<file path="config.mk">
export PLATFORM = sky130hd
export DESIGN_NAME = nfc_atom_ca_latch
export DESIGN_NICKNAME = d
export VERILOG_FILES = /design/src/rtl/nfc_atom_ca_latch.sv
export SDC_FILE = /design/constraint.sdc
export NUM_CORES = 1
export LEC_CHECK = 0
export ABC_AREA = 1
export BUFFER_PORTS_ARGS = -buffer_cell sky130_fd_sc_hd__buf_4
export CAP_MARGIN = 20
export CORE_MARGIN = 1
export CORE_UTILIZATION = 45
export CTS_CLUSTER_DIAMETER = 50
export DETAILED_ROUTE_END_ITERATION = 6
export GPL_TIMING_DRIVEN = 0
export HOLD_SLACK_MARGIN = 0.05
export PLACE_DENSITY_LB_ADDON = 0.05
export RECOVER_POWER = 25
export SYNTH_ARGS = -nofsm -noshare
export SYNTH_HDL_FRONTEND = slang
export SYNTH_SLANG_ARGS = --single-unit
</file>
<file path="constraint.sdc">
create_clock -name iSystemClock -period 4.2 [get_ports iSystemClock]
set_input_delay 0.21 -clock iSystemClock [delete_from_list [all_inputs] [get_ports iSystemClock]]
set_output_delay 0.21 -clock iSystemClock [all_outputs]
set_load 0.02 [all_outputs]
</file>
<file path="src/rtl/nfc_atom_ca_latch.sv">
// Command/address latch engine: serialises up to five CLE/ALE bytes onto the NAND pins.
// Optional CE-held postamble before completion is enabled by NFC_CA_LATCH_POSTAMBLE_EN.
module nfc_atom_ca_latch #(
  parameter int unsigned NumberOfWays    = 4,
  parameter int unsigned CommandBit      = 6,
  parameter int unsigned WPCycles        = 2,
  parameter int unsigned WHCycles        = 2,
  parameter int unsigned PostambleCycles = 3
) (
  input  logic                    iSystemClock,
  input  logic                    iReset,
  input  logic [7:0]              iACG_Command,
  input  logic [NumberOfWays-1:0] iACG_TargetWay,
  input  logic [15:0]             iACG_NumOfData,
  input  logic                    iACG_CASelect,
  input  logic [39:0]             iACG_CAData,
  output logic                    oACG_Ready,
  output logic                    oACG_LastStep,
  output logic [NumberOfWays-1:0] oPO_CE_n,
  output logic                    oPO_CLE,
  output logic                    oPO_ALE,
  output logic                    oPO_WE_n,
  output logic [7:0]              oPO_DQ,
  output logic                    oPO_DQOE
);

`ifdef NFC_CA_LATCH_POSTAMBLE_EN
  typedef enum logic [2:0] {StIdle, StSetup, StWeLow, StWeHigh, StPost, StDone} state_e;
  localparam logic [3:0] PostLoad = 4'(PostambleCycles - 1);
`else
  typedef enum logic [2:0] {StIdle, StSetup, StWeLow, StWeHigh, StDone} state_e;
`endif

  localparam logic [3:0] WpLoad = 4'(WPCycles - 1);
  localparam logic [3:0] WhLoad = 4'(WHCycles - 1);

  state_e                  stateQ, stateD;
  logic [3:0]              timerQ, timerD;
  logic [2:0]              byteCntQ, byteCntD;
  logic [NumberOfWays-1:0] wayQ, wayD;
  logic                    caSelQ, caSelD;
  logic [39:0]             dataQ, dataD;
  logic [2:0]              effCount;

  logic                    readyD, lastStepD, cleD, aleD, weND, dqoeD;
  logic [NumberOfWays-1:0] ceND;
  logic [7:0]              dqD;

  logic unusedCommand;
  assign unusedCommand = ^iACG_Command;

  always_comb begin
    effCount = iACG_NumOfData[2:0];
    if (iACG_NumOfData == 16'd0) begin
      effCount = 3'd1;
    end else if (iACG_NumOfData > 16'd5) begin
      effCount = 3'd5;
    end
  end

  always_comb begin
    stateD   = stateQ;
    timerD   = timerQ;
    byteCntD = byteCntQ;
    wayD     = wayQ;
    caSelD   = caSelQ;
    dataD    = dataQ;
    case (stateQ)
      StIdle: begin
        if (iACG_Command[CommandBit]) begin
          stateD   = StSetup;
          timerD   = 4'd0;
          byteCntD = effCount;
          wayD     = iACG_TargetWay;
          caSelD   = iACG_CASelect;
          dataD    = iACG_CAData;
        end
      end
      StSetup: begin
        stateD = StWeLow;
        timerD = WpLoad;
      end
      StWeLow: begin
        if (timerQ == 4'd0) begin
          stateD = StWeHigh;
          timerD = WhLoad;
        end else begin
          timerD = timerQ - 4'd1;
        end
      end
      StWeHigh: begin
        if (timerQ != 4'd0) begin
          timerD = timerQ - 4'd1;
        end else if (byteCntQ > 3'd1) begin
          // Next byte goes out on the same edge WE_n falls.
          stateD   = StWeLow;
          timerD   = WpLoad;
          byteCntD = byteCntQ - 3'd1;
          dataD    = {dataQ[31:0], 8'h00};
        end else begin
          byteCntD = 3'd0;
`ifdef NFC_CA_LATCH_POSTAMBLE_EN
          stateD   = StPost;
          timerD   = PostLoad;
`else
          stateD   = StDone;
          timerD   = 4'd0;
`endif
        end
      end
`ifdef NFC_CA_LATCH_POSTAMBLE_EN
      StPost: begin
        if (timerQ == 4'd0) begin
          stateD = StDone;
        end else begin
          timerD = timerQ - 4'd1;
        end
      end
`endif
      StDone: begin
        stateD = StIdle;
        timerD = 4'd0;
      end
      default: stateD = StIdle;
    endcase
  end

  // Outputs are decoded from the next state so the pins change with the state register.
  always_comb begin
    readyD    = (stateD == StIdle);
    lastStepD = (stateD == StDone);
    ceND      = '1;
    cleD      = 1'b0;
    aleD      = 1'b0;
    weND      = 1'b1;
    dqD       = 8'h00;
    dqoeD     = 1'b0;
    case (stateD)
      StSetup, StWeLow, StWeHigh: begin
        ceND  = ~wayD;
        cleD  = caSelD;
        aleD  = ~caSelD;
        weND  = (stateD != StWeLow);
        dqD   = dataD[39:32];
        dqoeD = 1'b1;
      end
`ifdef NFC_CA_LATCH_POSTAMBLE_EN
      StPost: ceND = ~wayD;
`endif
      default: ;
    endcase
  end

  always_ff @(posedge iSystemClock or posedge iReset) begin
    if (iReset) begin
      stateQ        <= StIdle;
      timerQ        <= 4'd0;
      byteCntQ      <= 3'd0;
      wayQ          <= '0;
      caSelQ        <= 1'b0;
      dataQ         <= 40'd0;
      oACG_Ready    <= 1'b1;
      oACG_LastStep <= 1'b0;
      oPO_CE_n      <= '1;
      oPO_CLE       <= 1'b0;
      oPO_ALE       <= 1'b0;
      oPO_WE_n      <= 1'b1;
      oPO_DQ        <= 8'h00;
      oPO_DQOE      <= 1'b0;
    end else begin
      stateQ        <= stateD;
      timerQ        <= timerD;
      byteCntQ      <= byteCntD;
      wayQ          <= wayD;
      caSelQ        <= caSelD;
      dataQ         <= dataD;
      oACG_Ready    <= readyD;
      oACG_LastStep <= lastStepD;
      oPO_CE_n      <= ceND;
      oPO_CLE       <= cleD;
      oPO_ALE       <= aleD;
      oPO_WE_n      <= weND;
      oPO_DQ        <= dqD;
      oPO_DQOE      <= dqoeD;
    end
  end

endmodule

</file>
### Yosys cells after proc, flatten, opt, wreduce, memory -nomap -nowiden

Cells that the tools add are included.

* $add $sub $neg: 2
* order comparisons: 2
* eq/ne operators: 12
* mux-type cells: 30
* bitwise operators: 2
* reduce and logical (&&, ||, !) cells: 11

Operators by type and width (number)
* two-way mux 40 bit: 3
* case mux 40 bit (2 select lines): 1
* two-way mux 3 bit: 9
* two-way mux 4 bit: 6
* case mux 4 bit (5 select lines): 1
* > comparator 16 x 3 -> 1 bit, second input constant: 1
* zero test 16 bit: 1
* == test 3 x 2 -> 1 bit, second input constant: 4
* case mux 3 bit (4 select lines): 1
* two-way mux 8 bit: 1
* two-way mux 1 bit: 7
* == test 3 x 1 -> 1 bit, second input constant: 2
* == test 3 bit, second input constant: 2
* zero test 3 bit: 2
* inequality test 2 bit, second input constant: 3
* case mux 3 bit (2 select lines): 1
* nonzero test 5 bit: 1
* zero test 4 bit: 1
* inverter 4 bit: 1
* AND reduction 4 bit: 1
* nonzero test 4 bit: 1
* subtractor 4 x 1 -> 4 bit, second input constant: 1
* > comparator 3 x 1 -> 1 bit, second input constant: 1
* inequality test 3 x 2 -> 1 bit, second input constant: 1
* other kinds (6): 6

* register bits after elaboration: 73
* input bits: 71
* output and inout port bits: 18
* logic and storage cells: 74

### Logic depth before layout (Yosys ltp)

Gate-level depths: netlist of the first run.

* depth in word-level cells: 7
* mapped depth: 10
* mapped depth without buffers: 9

### Worst setup path after synthesis of the first run

No wires, ideal clock.

* kind: register to register
* from: register stateQ[0]
* to: register dataQ[8]
* setup time: 0.124 ns
* data arrival time: 1.268 ns
* data required time: 4.076 ns
* setup slack: 2.808 ns
* cell stages (with the launch flop): 11
* buffers on the path: 2
* clock period less this slack: 1.392 ns
* cell sequence: dfrtp_1 -> nor2_2 -> nand2_1 -> nand2_2 -> nand2_1 -> inv_1 -> nand2_2 -> buf_6 -> buf_6 -> nand2_1 -> nand3_1

* longest elaborated chain between the ends: 3
* elaborated cells between the ends (all ways): 8
* those cells by class: eq/ne (4); mux (1); reduce/logical (3)

Ends and longest elaborated chain
* start: declaration: line 37 `state_e stateQ, stateD;`
* start signal: assignment: line 156 `stateQ <= StIdle;`
* start signal: assignment: line 171 `stateQ <= stateD;`
* == test 3 x 2 -> 1 bit or zero test 3 bit (tied branches): line 68 `case (stateQ)`
* inequality test 2 bit (no line) or nonzero test 2 bit (tied branches)
* AND reduction 4 bit (no line)
* end signal: assignment: line 176 `dataQ <= dataD;`
* end: declaration: line 42 `logic [39:0] dataQ, dataD;`

Several ways; a longest one is shown, not always the timed one.
A chain may end at the register's enable or synchronous reset.

==> impl_metrics.py, run 1 <==
metrics = {
    "sta": {
        "tightest_slew_ps": 3200,
        "hold_viol": 0,
        "slew_headroom_pct": -115,
        "max_freq_ghz": 0.450,
        "period_share_pct": 52.9,
        "finalSetupViolations": 0,
        "fin_tns_setup_ps": 0,
        "slew_violations": 74,
        "rsz0062_at_grt": "false",
        "fin_ws_ps": 1980,
        "finalClockSkew_ps": 9.50,
        "layout_min_cycle_time_ps": 2220,
        "hold_ws_ps": 58.4,
    },
    "setup_path": {
        "critPathArrivalTime_ps": 2150,
        "crit_slowest_cell": "clkinvlp_2",
        "worstSetupStartpointType": "primary input",
        "cp_max_fo": 73,
        "crit_path_end_kind": "asynchronous set/reset pin",
        "cp-startpoint": "iReset",
        "crit_chain": "clkbuf_4, clkinvlp_2",
        "cp-endpoint": "dataQ[25]$_DFFE_PP0P_",
        "reg2reg_setup_slack_ps": 2550,
        "rr_endpoint": "dataQ[15]$_DFFE_PP0P_",
        "worst-path-buf-inv": 2,
        "path_class": "in2async",
        "crit_cells": 2,
        "cp_slowest_stage_delay_ps": 1800,
        "cpLargestDelayFamily": "buffers and inverters",
        "r2r_start": "timerQ[0]$_DFFE_PP0P_",
        "crit_required_ps": 4130,
        "reg2reg_depth": 6,
    },
    "worst_hold_path": {
        "hold_path.class": "in2reg",
        "holdPathStages": 3,
    },
    "clocking": {
        "clkLatencyLatePin_ps": 340,
        "cts-hold-fix-buffers": 0,
        "cts_resized": 0,
        "cts_setup_buffers": 0,
        "root_buffer": "clkbuf_8",
        "htreeDepth": 3,
        "cts.sink_count": 73,
        "cts_tree": "done",
        "ctsLongestPathBuffers": 2,
        "numCtsBuffers": 9,
        "clk_pin_slew_ps": 80,
    },
    "routing": {
        "first_pass_iters": 4,
        "met2_length_mm": 3.55,
        "routed_via_density": 4.84,
        "highest_layer": "met4",
        "routedWlPerCell_um": 12.5,
        "dr_wl_met3_um": 314,
        "routed_wirelength_mm": 7.40,
        "route.detailed.drc": 0,
        "num_vias": 2871,
        "first_iter_violations": 112,
        "ant_nets": 0,
        "met1Wirelength_mm": 3.42,
    },
    "synth": {
        "synth_mux_area_share_pct": 0,
        "ys_ff_latch": 73,
        "syn_area_mm2": 0.00331,
        "ys_types": 24,
        "synthAdderAreaFrac_pct": 0.378,
        "synth_compound_area_share_pct": 3.85,
        "synth_warnings": 0,
        "ys_seq_area_share_pct": 55.4,
        "syn_inst": 400,
        "synth_nets": 472,
        "synth.avg_cell_area_um2": 8.28,
        "synth-xor-area-share_pct": 0,
        "synth_top_family_by_area": "simple AND/OR/NAND/NOR gates",
        "synth_simple_gate_area_share_pct": 33.8,
    },
    "power_and_ir_drop": {
        "pwr-share-clk_pct": 21.9,
        "switching_power_mw": 1.17,
        "seqPwrFrac_pct": 36.9,
        "irDropWorstVdd_v": 0.000403,
        "p_sw_share_pct": 39.2,
        "powerDensity_mw_per_mm2": 700,
        "intPower_mw": 1.82,
        "p_leak_nw": 2.31,
        "total_power_mw": 2.99,
        "pwr-share-comb_pct": 41.2,
    },
    "placement": {
        "dp_hpwl_mm": 5.26,
        "place.gp.congestion": 0.796,
        "dp_slack_ps": 2570,
        "port_buffers": 81,
    },
    "floorplanning": {
        "rows": 30,
        "start_util_pct": 47.7,
        "die_x_um": 87.8,
        "io_pins": 89,
        "die_h_um": 87.8,
        "die_area_mm2": 0.00771,
        "core_area_mm2": 0.00694,
    },
    "cells_and_area": {
        "layout.nets": 564,
        "area_growth_pct": 29.1,
        "drive_above_1_share_pct": 28.2,
        "antenna_cells": 0,
        "final_util_pct": 61.6,
    },
    "outcome": {
        "failed_checks": "capacitance limit, slew limit",
        "status": "finished, violations left",
    },
    "job": {
        "max_cap_viol_count": 1,
    },
    "grt": {
        "grt_usage_pct": 21.0,
        "antenna_found_initial": 0,
        "grt_pass1_wl_mm": 12.2,
        "grt_max_degree": 74,
        "gr-total-overflow": 0,
        "grt_pass1_vias": 2672,
    },
}
## final cells by class
class / instances / area (um^2)
multi-input cells: 280 / 1260
flip-flops and latches: 73 / 1830
repair buffers: 81 / 608
well taps: 96 / 120
inverters: 33 / 125
plain buffers: 14 / 96.3
clock inverters: 6 / 108
clock buffers: 10 / 128
fillers: 640 / 2670
## placed cells by master, fill, tap and decap left out, types with 4 or more instances in the layout
cell type,Yosys,routed
inv_1,30,29
clkbuf_8,0,9
buf_2,8,8
nand3_2,5,5
nand2_1,141,141
nor3_1,4,4
nand2_2,4,4
nand3_1,56,56
a21boi_0,4,4
a21oi_2,6,6
nor2_1,42,42
dfrtp_1,67,67
buf_4,3,83
dfstp_2,6,6
o21ai_0,6,6
## synthesized netlist by cell type
library cell / instances / area share (%)
or2_2: 1 / 0.19
a21oi_2: 6 / 1.6
dfstp_2: 6 / 4.8
nand3b_1: 1 / 0.23
buf_2: 8 / 1.2
nor2_4: 1 / 0.34
dfrtp_1: 67 / 51
o21ai_0: 6 / 0.91
nand2_2: 4 / 0.76
nand4_1: 2 / 0.38
nand3_1: 56 / 8.5
inv_2: 3 / 0.34
inv_1: 30 / 3.4
ha_1: 1 / 0.38
nor2_1: 42 / 4.8
a21oi_1: 2 / 0.30
nand3_2: 5 / 1.5
nor2_2: 3 / 0.57
buf_4: 3 / 0.68
nor3_1: 4 / 0.60
nand2_1: 141 / 16
a21boi_0: 4 / 0.91
o21ai_1: 1 / 0.15
buf_6: 3 / 1.0
## per-layer routing
metal  vias to the layer above  GRT usage, %
met5                         -             0
met3                        10          3.49
met4                         0          8.49
met1                      1358          27.7
met2                        61          34.4
li1                       1442             -
## tightest hold or removal path, cell delays in order
cell	delay [ps]
buf_4	70
nand2_1	40
nand2_1	50
## flip-flops by register name, summed over array words and instances (netlist names), 3 cells and up
signal,flops
byteCntQ,3
dataQ,40
oPO_DQ,8
stateQ,3
wayQ,4
timerQ,4
oPO_CE_n,4
## stage by stage
| step | cells | area (um^2) |
|---|---|---|
| CTS | 593 | 4280 |
| global placement | 577 | 4040 |
| floorplan | 400 | 3310 |
| finish | 593 | 4280 |
| global route | 593 | 4280 |
| detailed placement | 577 | 4040 |
## power groups by stage
stage                     combinational, mW  clock, mW  sequential (mW)
final                                  1.23      0.657             1.10
after global routing                   1.39      0.697             1.13
after CTS                              1.25      0.665             1.10
after detailed placement               1.24          0             1.11
after global placement                 1.22          0             1.11
after floorplan                       0.796          0             1.17
## cell families (layout without fill, tap and decap cells)
kind of cell,Yosys count,count (layout)
and+or+nand+nor,260,260
adders and majority gates,1,1
AOI/OAI and AO/OA,19,19
DFF,73,73
buffers and inverters,47,144
## worst min path at each step
| stage | from | endpoint | slack [ps] |
|---|---|---|---|
| after floorplan | iACG_CAData[0] | dataQ[0]$_DFFE_PP0P_ | 330 |
| after global placement | iACG_CAData[2] | dataQ[2]$_DFFE_PP0P_ | 410 |
| after detailed placement | iACG_CAData[5] | dataQ[5]$_DFFE_PP0P_ | 410 |
| after CTS | iACG_CAData[5] | dataQ[5]$_DFFE_PP0P_ | 50 |
| after global routing | iACG_CAData[1] | dataQ[1]$_DFFE_PP0P_ | 60 |
| final | iACG_CAData[5] | dataQ[5]$_DFFE_PP0P_ | 60 |
No activity file was read; power rests on OpenSTA's default activity.
==> run 2, diff against run 1 <==
--- a/config.mk
+++ b/config.mk
@@ -5,7 +5,7 @@
 export SDC_FILE = /design/constraint.sdc
 export NUM_CORES = 1
 export LEC_CHECK = 0
-export ABC_AREA = 1
+export ABC_AREA = 0
 export BUFFER_PORTS_ARGS = -buffer_cell sky130_fd_sc_hd__buf_4
 export CAP_MARGIN = 20
 export CORE_MARGIN = 1
==> constraint.sdc (replaced) <==
create_clock -name iSystemClock -period 1.9 [get_ports iSystemClock]
set_input_delay 0.095 -clock iSystemClock [delete_from_list [all_inputs] [get_ports iSystemClock]]
set_output_delay 0.095 -clock iSystemClock [all_outputs]
set_load 0.02 [all_outputs]
==> run 2 against run 1 <==
The run ends with DRC left. Setup slack worse by 1900 ps. Critical path depth up 3. Clock power up 110%. First-iteration DRC count up 13%. Global-route usage up 1.0 points. Utilization up 8.6 points. Clock-buffer cell count unchanged. Hold slack better by 8.9 ps. Critical path type is now reg2reg. Critical endpoint is now oPO_DQ[3]$_DFF_PP0_.
==> impl_metrics.py, run 2 <==
metrics = {
    "synth": {
        "ys_seq_area_share_pct": 59.6,
        "synth_async_sr_flop_share_pct": 100,
        "ys_top_cells_by_area": "dfrtp_1 (55%), nand2_1 (6.8%), a22oi_1 (6.3%)",
        "synth_simple_gate_area_share_pct": 17.9,
        "synth_warnings": 0,
        "syn_area_mm2": 0.00308,
        "yosysTopAreaCell": "dfrtp_1",
        "syn_inst": 272,
        "synth_edf_count": 0,
        "synth_nets": 344,
        "ys_ff_latch": 73,
        "synthFlopType": "dfrtp_1",
        "synth_compound_area_share_pct": 15.7,
        "synth_mux_area_share_pct": 2.16,
        "synth.avg_cell_area_um2": 11.3,
        "synthAdderAreaFrac_pct": 0.407,
        "ys_types": 44,
        "synth_top_family_by_area": "simple AND/OR/NAND/NOR gates",
        "synth_most_common_cell": "dfrtp_1",
        "synth-xor-area-share_pct": 0.570,
        "synth_top_area_share_pct": 54.5,
        "synthTopCellsByCount": "dfrtp_1 (67), nand2_1 (56), a22oi_1 (26), and2_1 (17), buf_2 (10)",
    },
    "setup_path": {
        "crit_chain": "or4_4, nor3_4, nor2_4, buf_4, and2_1",
        "worstSetupStartpointType": "register",
        "cpLargestDelayFamily": "simple AND/OR/NAND/NOR gates",
        "critPathArrivalTime_ps": 2100,
        "crit_path_end_kind": "register",
        "crit_required_ps": 2130,
        "crit_slowest_cell": "or4_4",
        "r2r_start": "timerQ[1]$_DFFE_PP0P_",
        "path_class": "reg2reg",
        "worst-path-buf-inv": 1,
        "cp-startpoint": "timerQ[1]$_DFFE_PP0P_",
        "cp_slowest_stage_delay_ps": 550,
        "cp_max_fo": 10,
    },
    "cells_and_area": {
        "final-seq-area_mm2": 0.00184,
        "largest_reg_flops": 40,
        "regMostFlops": "dataQ",
        "fin_area_mm2": 0.00454,
        "layout.nets": 486,
        "drive_above_1_share_pct": 34.4,
        "area_growth_pct": 47.5,
        "multi_input_area_mm2": 0.00117,
        "final_common_cell": "buf_4",
        "final_cell_mix": "buf_4 (86), dfrtp_1 (64), nand2_1 (56)",
        "nFillCells": 488,
        "antenna_cells": 0,
        "top_regs": "dataQ: 40 flops, oPO_DQ: 8 flops",
    },
    "clocking": {
        "clk_pin_slew_ps": 80,
        "numCtsBuffers": 9,
        "cts.sink_count": 73,
        "clkLatencyLatePin_ps": 340,
        "cts_tree": "done",
        "root_buffer": "clkbuf_8",
        "htreeDepth": 3,
        "ctsLongestPathBuffers": 2,
    },
    "sta": {
        "period_share_pct": 98.2,
        "slew_headroom_pct": 7.47,
        "finalClockSkew_ps": 6.11,
        "hold_ws_ps": 67.3,
        "layout_min_cycle_time_ps": 1870,
        "max_freq_ghz": 0.536,
        "fin_tns_setup_ps": 0,
        "finalSetupViolations": 0,
        "hold_viol": 0,
        "slew_violations": 0,
        "tightest_slew_ps": 1380,
    },
    "floorplanning": {
        "io_pins": 89,
        "core_area_mm2": 0.00646,
        "die_area_mm2": 0.00717,
        "die_h_um": 84.7,
        "start_util_pct": 47.6,
        "die_x_um": 84.7,
        "rows": 29,
    },
    "grt": {
        "gr-total-overflow": 0,
        "antenna_found_initial": 0,
        "grt_pass1_wl_mm": 12.2,
        "grt_usage_pct": 22.0,
        "grt_pass1_vias": 2588,
        "grt_max_degree": 43,
    },
    "power_and_ir_drop": {
        "powerDensity_mw_per_mm2": 1440,
        "irDropWorstVdd_v": 0.000625,
        "p_leak_nw": 2.20,
    },
    "outcome": {
        "failed_checks": "DRC",
        "status": "finished, violations left",
    },
    "routing": {
        "routedWlPerCell_um": 14.9,
        "route.detailed.drc": 6,
        "first_iter_violations": 126,
        "met2_length_mm": 3.58,
        "met1Wirelength_mm": 3.30,
        "ant_nets": 0,
        "dr_wl_met3_um": 374,
        "num_vias": 2551,
        "highest_layer": "met4",
        "routed_wirelength_mm": 7.37,
        "routed_via_density": 5.14,
        "first_pass_iters": 6,
    },
    "job": {
        "max_cap_viol_count": 0,
    },
    "placement": {
        "port_buffers": 81,
        "dp_hpwl_mm": 4.54,
        "place.gp.congestion": 0.784,
        "dpl_cell_area_mm2": 0.00380,
    },
    "worst_hold_path": {
        "min-delay-start": "iACG_CAData[37]",
        "hold_path.class": "in2reg",
    },
}
==> run 2: stage by stage <==
stage / power, mW / worst slack (ps) / std cells / util [%]
2_1_floorplan: 4.19 / 135 / 272 / -
3_3_place_gp: 4.87 / -222 / 430 / 58.6
3_5_place_dp: 4.94 / -293 / 431 / 58.9
4_1_cts: 6.44 / 20.3 / 490 / 69.2
5_1_grt: 7.00 / -15.3 / 496 / 70.2
6_report: 6.52 / 34.5 / 496 / 70.2
==> run 2: layout make-up <==
| cell class | count | share of cell area [%] |
|---|---|---|
| Tap cell | 77 | 2.12 |
| Timing Repair Buffer | 131 | 23.4 |
| Buffer | 17 | 2.87 |
| Sequential cell | 73 | 40.5 |
| Clock buffer | 10 | 3.03 |
| Multi-Input combinational cell | 178 | 25.7 |
| Clock inverter | 6 | 1.99 |
| Inverter | 4 | 0.359 |
==> run 2: cell families after synthesis <==
logic type	count (synthesis)
simple gates	106
xor+xnor	2
compound gates	63
mux	6
fa+ha+maj	1
flops	73
buf+inv	21
==> run 2: worst paths after layout <==
path,cells after the start,endpoint,slack [ps]
worst max register to register,5,oPO_DQ[3]$_DFF_PP0_,30
worst max-delay path,5,oPO_DQ[3]$_DFF_PP0_,30
max in group asynchronous,4,stateQ[0]$_DFF_PP0_,510
worst min-delay path,3,dataQ[37]$_DFF_PP0_,70
min in group asynchronous,3,dataQ[35]$_DFF_PP0_,620
worst min register to register,2,dataQ[16]$_DFFE_PP0P_,480
==> run 2: timing repair <==
item                                    4_1_cts  5_1_grt
hold buffers                                 39        1
hold endpoints to repair                     67        1
endpoints found under the setup margin       46       49
setup buffers                                 4        5
gates resized for setup                       8       21
pin swaps                                     3        3
==> run 2: worst min-delay path, cell delays in order <==
cell,delay [ps]
buf_4,80
and2_1,100
a221o_2,100
==> run 2: routing by layer <==
metal  up-vias  global-route usage, %
met5         -                      0
met4         0                   8.94
met3        12                   4.62
met2        84                   35.8
met1      1208                   29.0
li1       1247                      -
==> run 2: power by group <==
group	switching, mW	total [mW]	internal [mW]
Combinational	1.45	2.66	1.21
Sequential	0.259	2.49	2.23
Clock	0.594	1.37	0.780
Total	2.30	6.52	4.22
